`config.mk`:
```
export PLATFORM = sky130hd
export DESIGN_NAME = ntt_stage_sched
export DESIGN_NICKNAME = d
export VERILOG_FILES = /design/src/rtl/ntt_sched_pkg.sv /design/src/rtl/tag_delay.sv /design/src/rtl/ntt_stage_sched.sv
export SDC_FILE = /design/constraint.sdc
export NUM_CORES = 1
export LEC_CHECK = 0
export ABC_CLOCK_PERIOD_IN_PS = 6720
export CORE_ASPECT_RATIO = 0.5
export CORE_MARGIN = 2
export CORE_UTILIZATION = 50
export CTS_CLUSTER_DIAMETER = 80
export DETAILED_ROUTE_END_ITERATION = 10
export PLACE_DENSITY = 0.69
export REMOVE_ABC_BUFFERS = 1
export SKIP_LAST_GASP = 1
export SYNTH_ARGS = -nofsm -noshare
export SYNTH_HDL_FRONTEND = slang
export SYNTH_SLANG_ARGS = --single-unit
```
`constraint.sdc`:
```
create_clock -name clk -period 6.72 [get_ports clk]
set_input_delay 1.008 -clock clk [delete_from_list [all_inputs] [get_ports clk]]
set_output_delay 1.008 -clock clk [all_outputs]
set_load 0.03 [all_outputs]
```
`src/rtl/ntt_sched_pkg.sv`:
```
// Shared types and address math for the NTT stage scheduler.
// Address helper works on ints so callers of any LOGN can truncate to their width.
package ntt_sched_pkg;

  localparam int MAX_LOGN = 16;

  typedef enum logic [1:0] {IDLE, ISSUE, DRAIN, FIN} state_t;

  typedef struct packed {
    logic                vld;
    logic [MAX_LOGN-1:0] a;
    logic [MAX_LOGN-1:0] b;
  } wr_tag_t;

  // Cooley-Tukey in-place pairing: block g of span 2*len, offset k inside the block.
  function automatic void bfly_addr(input int logn, input int s, input int j,
                                    output int a, output int b, output int tw);
    int sh, len, g, k;
    sh  = logn - 1 - s;
    len = 1 << sh;
    g   = j >> sh;
    k   = j & (len - 1);
    a   = (g << (sh + 1)) + k;
    b   = a + len;
    tw  = (1 << s) + g;
  endfunction

endpackage

```
`src/rtl/tag_delay.sv`:
```
// Fixed-depth delay line with async active-low reset on every stage.
// Latency DEPTH cycles, no backpressure: shifts every clock.
module tag_delay #(
  parameter int DEPTH = 1,
  parameter int WIDTH = 1
) (
  input  logic             clk,
  input  logic             rst_n,
  input  logic [WIDTH-1:0] din,
  output logic [WIDTH-1:0] dout
);

  logic [WIDTH-1:0] sr [DEPTH];

  always_ff @(posedge clk or negedge rst_n) begin
    if (!rst_n) begin
      for (int i = 0; i < DEPTH; i++) sr[i] <= '0;
    end else begin
      sr[0] <= din;
      for (int i = 1; i < DEPTH; i++) sr[i] <= sr[i-1];
    end
  end

  assign dout = sr[DEPTH-1];

endmodule

```
`src/rtl/ntt_stage_sched.sv`:
```
// Read/write-back scheduler for one NTT butterfly; a stage drains PIPE_LAT cycles before the next.
// Latency start->done LOGN*(N/2+PIPE_LAT)+1; writes trail reads by exactly PIPE_LAT.
// No backpressure unless SCHED_STALL_EN adds a stall input that holds issue in place.
module ntt_stage_sched #(
  parameter int LOGN     = 8,
  parameter int PIPE_LAT = 12
) (
  input  logic            clk,
  input  logic            rst_n,
  input  logic            start,
`ifdef SCHED_STALL_EN
  input  logic            stall,
`endif
  output logic            busy,
  output logic            done,
  output logic [LOGN-1:0] stage_idx,
  output logic            rd_en,
  output logic [LOGN-1:0] rd_addr_a,
  output logic [LOGN-1:0] rd_addr_b,
  output logic [LOGN-1:0] tw_addr,
  output logic            wr_en,
  output logic [LOGN-1:0] wr_addr_a,
  output logic [LOGN-1:0] wr_addr_b
);
  import ntt_sched_pkg::*;

  localparam int HALF = 1 << (LOGN - 1);
  localparam int CW   = $clog2(PIPE_LAT + 1);

  state_t          state_q, state_n;
  logic [LOGN-1:0] stage_q, stage_n, j_q, j_n;
  logic [CW-1:0]   cnt_q, cnt_n;
  logic            rd_en_q, adv;
  int              a_n, b_n, tw_n;

`ifdef SCHED_STALL_EN
  assign adv   = ~stall;
  assign rd_en = rd_en_q & ~stall;
`else
  assign adv   = 1'b1;
  assign rd_en = rd_en_q;
`endif

  always_comb begin
    state_n = state_q;
    stage_n = stage_q;
    j_n     = j_q;
    cnt_n   = cnt_q;
    case (state_q)
      IDLE: if (start) begin
        state_n = ISSUE;
        stage_n = '0;
        j_n     = '0;
      end
      ISSUE: if (adv) begin
        if (j_q == LOGN'(HALF - 1)) begin
          state_n = DRAIN;
          cnt_n   = CW'(PIPE_LAT);
          j_n     = '0;
        end else begin
          j_n = j_q + LOGN'(1);
        end
      end
      DRAIN: begin
        cnt_n = cnt_q - CW'(1);
        if (cnt_q == CW'(1)) begin
          if (stage_q == LOGN'(LOGN - 1)) begin
            state_n = FIN;
          end else begin
            state_n = ISSUE;
            stage_n = stage_q + LOGN'(1);
          end
        end
      end
      FIN: begin
        state_n = IDLE;
        stage_n = '0;
      end
      default: state_n = IDLE;
    endcase
    a_n  = 0;
    b_n  = 0;
    tw_n = 0;
    bfly_addr(LOGN, int'(stage_n), int'(j_n), a_n, b_n, tw_n);
  end

  // Outputs are registered from next-state so they line up with the state they describe.
  always_ff @(posedge clk or negedge rst_n) begin
    if (!rst_n) begin
      state_q   <= IDLE;
      stage_q   <= '0;
      j_q       <= '0;
      cnt_q     <= '0;
      busy      <= 1'b0;
      done      <= 1'b0;
      rd_en_q   <= 1'b0;
      rd_addr_a <= '0;
      rd_addr_b <= '0;
      tw_addr   <= '0;
    end else begin
      state_q <= state_n;
      stage_q <= stage_n;
      j_q     <= j_n;
      cnt_q   <= cnt_n;
      busy    <= (state_n == ISSUE) || (state_n == DRAIN);
      done    <= (state_n == FIN);
      rd_en_q <= (state_n == ISSUE);
      if (state_n == ISSUE) begin
        rd_addr_a <= LOGN'(a_n);
        rd_addr_b <= LOGN'(b_n);
        tw_addr   <= LOGN'(tw_n);
      end else begin
        rd_addr_a <= '0;
        rd_addr_b <= '0;
        tw_addr   <= '0;
      end
    end
  end

  assign stage_idx = stage_q;

  wr_tag_t tag_in, tag_out, unused_tag;

  always_comb begin
    tag_in             = '0;
    tag_in.vld         = rd_en;
    tag_in.a[LOGN-1:0] = rd_addr_a;
    tag_in.b[LOGN-1:0] = rd_addr_b;
  end

  tag_delay #(
    .DEPTH (PIPE_LAT),
    .WIDTH ($bits(wr_tag_t))
  ) u_tag_delay (
    .clk   (clk),
    .rst_n (rst_n),
    .din   (tag_in),
    .dout  (tag_out)
  );

  assign wr_en      = tag_out.vld;
  assign wr_addr_a  = tag_out.a[LOGN-1:0];
  assign wr_addr_b  = tag_out.b[LOGN-1:0];
  assign unused_tag = tag_out;

endmodule

```
* Word-level counts from Yosys, hierarchy flattened
Cells that the tools add are included.
** Cells by class
- Add/sub/neg operators :: 9
- Equal/unequal tests :: 10
- Shift-type cells :: 4
- Multiplexer cells :: 17
- Bitwise logic cells :: 1
- Reductions and logical operators :: 4
** Operator list (count)
- $mux W8 :: 8
- $shl A1 B32 Y8 const A :: 1
- $shl A32 B32 Y8 :: 1
- $shr A8 B32 Y32 :: 1
- $add A8 B8 Y8 :: 3
- $pmux W8 S3 :: 1
- $add A8 B1 Y8 const B :: 2
- $pmux W8 S2 :: 1
- $add A9 B2 Y10 const B :: 1
- $sub A3 B8 Y9 const A :: 1
- $and A8 B8 Y8 :: 1
- $eq A2 B2 Y1 const B :: 4
- $eq A8 B3 Y1 const B :: 1
- $eq A8 B7 Y1 const B :: 1
- $mux W2 :: 4
- $pmux W2 S4 :: 1
- $pmux W4 S2 :: 1
- $shl A1 B8 Y8 const A :: 1
- $sub A8 B2 Y8 const B :: 1
- $eq A2 B1 Y1 const B :: 2
- $eq A4 B1 Y1 const B :: 1
- $mux W4 :: 1
- $sub A4 B1 Y4 const B :: 1
- $logic_not A2 Y1 :: 1
- 4 further kinds :: 4
** Word-level totals
- Register bits after elaboration :: 253
- Input bits :: 3
- Output and inout bits :: 52
- Word-level logic and storage cells :: 67

* Logic depth before layout (Yosys ltp)
- Depth after elaboration :: 11
- Gate-level depth with buffers :: 32
- Gate-level depth less buffers :: 29

* By module
Synthesis repeated with hierarchy kept, for this count alone.
** Second synthesis, totals
- Cell total of the unflattened synthesis :: 917
- Area, all modules :: 14347.5 um2
** Modules (own cells, without submodules)
- tag_delay :: instances 1, cells each 429, area an instance 10157.2 um2, seq. area each 9909.5 um2
- ntt_stage_sched :: instances 1, cells each 488, area an instance 4190.3 um2, seq. area each 1226.2 um2

* Worst setup path before layout
Ideal clock, no wire load.
- Path kind :: register -> register
- From :: reg stage_q[4] (netlist: stage_idx[4])
- To :: reg rd_addr_b[7]
- Library setup time :: 79 ps
- Data arrival time :: 6079 ps
- Data required time :: 6641 ps
- Path slack :: 561 ps
- Stages on the path, launching flop included :: 31
- Path buffers :: 3
- Clock period less this slack :: 6159 ps
- Cells stage by stage :: dfrtp_1 > buf_4 > or3_4 > o21ai_2 > nor4_2 > or2_1 > buf_8 > inv_1 > ha_1 > buf_12 > nand4_2 > nor3_1 > nand2_1 > nor2_1 > inv_1 > ha_1 > nor3_1 > inv_1 > fa_1 > inv_1 > ha_1 > a21o_1 > a21o_1 > nand2_1 > nand2b_1 > a21oi_1 > o21bai_1 > a21oi_1 > xor2_1 > or2_2 > mux2i_1
** On the way
- Longest elaborated chain between the ends :: 11
- Elaborated cells between the ends (all ways) :: 20
- Those cells by class :: add/sub (6); eq/ne (2); shift (3); mux (8); bitwise (1)
** RTL lines
- start, declared :: line ntt_stage_sched.sv:31 : logic [LOGN-1:0] stage_q, stage_n, j_q, j_n;
- start signal, assigned :: line ntt_stage_sched.sv:102 : stage_q <= stage_n;
- $eq A8 B3 Y1 * :: line ntt_stage_sched.sv:67 : if (stage_q == LOGN'(LOGN - 1)) begin
- $mux W8 * :: line ntt_stage_sched.sv:67
- $mux W8 * :: line ntt_stage_sched.sv:66 : if (cnt_q == CW'(1)) begin
- $pmux W8 S3 * :: line ntt_stage_sched.sv:49 : case (state_q)
- named net stage_n[3] :: line ntt_stage_sched.sv:31
- $sub A3 B8 Y9 * :: line ntt_sched_pkg.sv:19 : sh = logn - 1 - s;
- parallel branches: the longest is 4 deep, another holds $add A9 B2 Y10
- $add A8 B8 Y8 * :: line ntt_sched_pkg.sv:24 : b = a + len;
- $mux W8 * :: line ntt_stage_sched.sv:108 : if (state_n == ISSUE) begin
- end signal, assigned :: line ntt_stage_sched.sv:110 : rd_addr_b <= LOGN'(b_n);
- end, declared :: line ntt_stage_sched.sv:19 : output logic [LOGN-1:0] rd_addr_b,
Mark *: on every way through the listed nets, which the timed path passes.
A chain may end at the register's enable or synchronous reset.

* Worst setup path after layout
- From :: reg cnt_q[1]
- To :: reg rd_addr_b[7]
** On the way
- Longest elaborated chain between the ends :: 10
- Elaborated cells between the ends (all ways) :: 16
- Those cells by class :: add/sub (5); eq/ne (2); shift (3); mux (5); bitwise (1)
** RTL lines
- start, declared :: line ntt_stage_sched.sv:32 : logic [CW-1:0] cnt_q, cnt_n;
- start signal, assigned :: line ntt_stage_sched.sv:104 : cnt_q <= cnt_n;
- $eq A4 B1 Y1 * :: line ntt_stage_sched.sv:66
- parallel branches: the longest is 8 deep, another holds $add A9 B2 Y10
- $mux W8 * :: line ntt_stage_sched.sv:108
Every way passes the cells marked *.

==> flow_metrics.py <==
metrics = {
    "drt": {
        "wire_per_inst_um": 19.38,
        "via_per_inst": 5.357,
        "drc_errors": 0,
        "dr.pass1.iters": 5,
        "num_vias": 5946,
        "wirelength_mm": 21.52,
        "drt_iter0_markers": 357,
        "postRouteAntennaNets": 0,
    },
    "synth": {
        "synthTopCellsByArea": "dfrtp_1 (66%), ha_1 (4.0%), nor2_1 (2.4%)",
        "synth-edff-count": 0,
        "synth-async-reset-ratio_pct": 100.0,
        "synth_top_area_share_pct": 65.55,
        "netlist_area_mm2": 0.009658,
        "ys_warn_count": 0,
        "synth_seq_area_share_pct": 65.55,
        "ys.flop_type": "dfrtp_1",
        "ys_ff_latch": 253,
        "syn_area_per_cell_um2": 13.03,
        "syn_inst": 741,
        "yosysTopAreaCell": "dfrtp_1",
        "yosys.cell_types.count": 89,
    },
    "cells_and_area": {
        "layout_commonest_cell": "dfrtp_1",
        "synthToLayoutAreaGrowth_pct": 17.24,
        "antenna_cells": 0,
        "drive_gt1_share_pct": 14.69,
        "final_util_pct": 60.70,
        "final_cells": 1110,
        "fin_nets": 874,
        "layout_common_cells": "dfrtp_1 (253), nor2_1 (61), buf_4 (57)",
    },
    "timing": {
        "maxSlewHeadroom_pct": 29.32,
        "fin_hold_ws_ns": 0.3387,
        "fin_crit_ns": 6.220,
        "rsz0062_at_grt": "no",
        "fmax_mhz": 160.8,
        "clock_skew_ns": 0.01398,
        "setup_violations": 0,
        "slew_violations": 0,
        "fin_crit_sh_pct": 92.56,
        "setup_tns_ns": 0,
        "worst_slack_ns": 0.4999,
        "worst_pin_slew_ns": 1.060,
        "hold_viol": 0,
    },
    "pwr": {
        "switching_power_mw": 2.453,
        "clkPwrFrac_pct": 19.5,
        "peakVddDrop_mv": 0.2113,
        "share_seq_of_total_power_pct": 38.0,
        "power_density_mw_per_mm2": 574.1,
        "p_int_mw": 4.048,
        "leakagePower_nw": 5.285,
        "combPwrFrac_pct": 42.5,
        "switching_share_pct": 37.74,
    },
    "floorplan": {
        "rows": 35,
        "dieArea_mm2": 0.02051,
        "start_util_pct": 51.77,
        "fp.dieH_um": 102.3,
        "chipWidth_um": 200.6,
        "io_pins": 55,
        "core-area_mm2": 0.01866,
    },
    "worst_setup_path": {
        "critPathKind": "reg2reg",
        "crit_fanout": 12,
        "startpoint_type": "register",
        "slowest_delay_ns": 0.51,
        "reg2reg_to": "rd_addr_b[7]",
        "critPathRequiredTime_ns": 7.16,
        "r2r_cells": 28,
        "rr_startpoint": "cnt_q[1]",
        "cpMostUsedCell": "ha_1",
        "r2r_slack_ns": 0.50,
        "worst_ep_arrival_time_ns": 6.66,
        "worst_setup_path_end_kind": "register",
        "cpMaxStageDelayCell": "fa_1",
    },
    "worst_hold_path": {
        "whs_path_depth": 0,
        "hold_end": "u_tag_delay.sr[101]",
        "hold_path.class": "reg2reg",
        "hold_start": "u_tag_delay.sr[134]",
    },
    "cts": {
        "tritoncts": "yes",
        "root_buffer": "clkbuf_16",
        "insertion_delay_ns": 0.52,
        "clk_pin_slew_ns": 0.07,
        "cts_made_buffers": 22,
        "cts_setup_buffers": 0,
        "clkSinkCount": 253,
        "cts.htree.levels": 1,
        "cts_buffer_depth": 3,
    },
    "place": {
        "post-place-cells": 1072,
        "gp_congestion": 0.8879,
        "place_ws_ns": 0.1403,
        "io_buffers": 54,
        "dp_hpwl_mm": 13.73,
    },
    "grt": {
        "overflow": 0,
        "grt_pass1_wl_mm": 34.97,
        "grt_pass1_vias": 6073,
        "grt_max_degree": 89,
        "antenna_found_initial": 1,
        "grt_use_total_pct": 22.25,
    },
    "run": {
        "max-cap-violations": 0,
    },
    "status": {
        "outcome": "completed",
    },
}
## metal layers
metal	track usage (%)	vias up	routed length, µm
li1	-	2755	-
met1	32.08	3009	10280
met2	36.27	152	9887
met3	3.380	30	972
met4	5.470	0	372
met5	0	-	0
## worst max path at each step
stage	from	endpoint	slack [ns]	cells past startpoint
6_report	cnt_q[1]	rd_addr_b[7]	0.50	28
3_5_place_dp	start	rd_addr_b[7]	0.14	27
3_3_place_gp	start	rd_addr_b[7]	0.31	28
2_1_floorplan	stage_idx[0]	rd_addr_b[7]	0.44	28
5_1_grt	cnt_q[1]	rd_addr_b[7]	0.09	27
4_1_cts	cnt_q[1]	rd_addr_b[7]	0.48	28
## registers in the layout (all words and copies together), names as in the netlist
register          flops
rd_addr_b             8
state_q               2
stage_idx             8
rd_addr_a             8
tw_addr               8
rd_en                 1
busy                  1
u_tag_delay.dout     17
cnt_q                 4
j_q                   8
u_tag_delay.sr      187
done                  1
## worst max-delay path: cells and delay by family, from the launching register on
kind                     cells  cell delay, ns
AND/OR/NAND/NOR              9            2.20
multiplexers                 1            0.12
AO/OA/AOI/OAI                9            1.54
XOR/XNOR                     1            0.10
adder cells (fa/ha/maj)      5            1.58
buffers and inverters        3            0.19
flip-flops                   1            0.39
## per-stage QoR
stage / power (mW) / area (µm²)
after global routing: 6.934 / 11320
after global placement: 5.104 / 10610
final: 6.501 / 11320
after CTS: 6.558 / 11320
after detailed placement: 5.172 / 10610
after floorplan: 4.018 / 9313
## cells in the mapped netlist, types with 3 or more instances
master / instances
dfrtp_1: 253
nor2_1: 61
nand2_1: 39
ha_1: 31
inv_1: 31
a21oi_1: 24
nand3_1: 22
nor3_1: 21
o21ai_0: 19
buf_4: 18
and2_1: 15
xnor2_1: 13
nand2b_1: 9
xor2_1: 9
a21o_1: 8
nand4_1: 8
nor2b_1: 8
o31ai_1: 8
buf_6: 7
a211oi_1: 6
nor4_1: 6
o21bai_1: 6
a31oi_1: 5
and3_1: 5
clkbuf_1: 5
clkbuf_8: 5
mux2i_1: 5
o2111ai_1: 4
o21a_1: 4
and3_2: 3
fa_1: 3
nor3b_1: 3
o211a_1: 3
o221ai_1: 3
or4_1: 3
## kinds of logic after synthesis
| group | synth area share [%] |
|---|---|
| fa+ha+maj | 4.638 |
| flops | 65.55 |
| simple gates | 12.35 |
| mux | 0.7514 |
| compound gates | 9.768 |
| buf+inv | 4.949 |
| xor+xnor | 1.995 |
## power groups by stage
stage	sequential, mW	clock (mW)	combinational (mW)
2_1_floorplan	2.62	0	1.40
3_3_place_gp	2.40	0	2.71
3_5_place_dp	2.46	0	2.71
4_1_cts	2.49	1.30	2.77
5_1_grt	2.54	1.37	3.03
6_report	2.47	1.26	2.77
## timing repair
action | in CTS | in global routing
endpoints found under the hold margin | 0 | 0
endpoints found under the setup margin | 0 | 1
resized for setup | 0 | 1
hold buffers | 0 | 0
## cell type report
class,count,area (µm²)
Timing Repair Buffer,111,973.4
Multi-Input combinational cell,415,2854
Clock buffer,32,628.1
Sequential cell,253,6331
Inverter,34,132.6
Tap cell,259,324.1
Clock inverter,6,80.08
Fill cell,1436,7332
No activity file was read; power rests on OpenSTA's default activity.
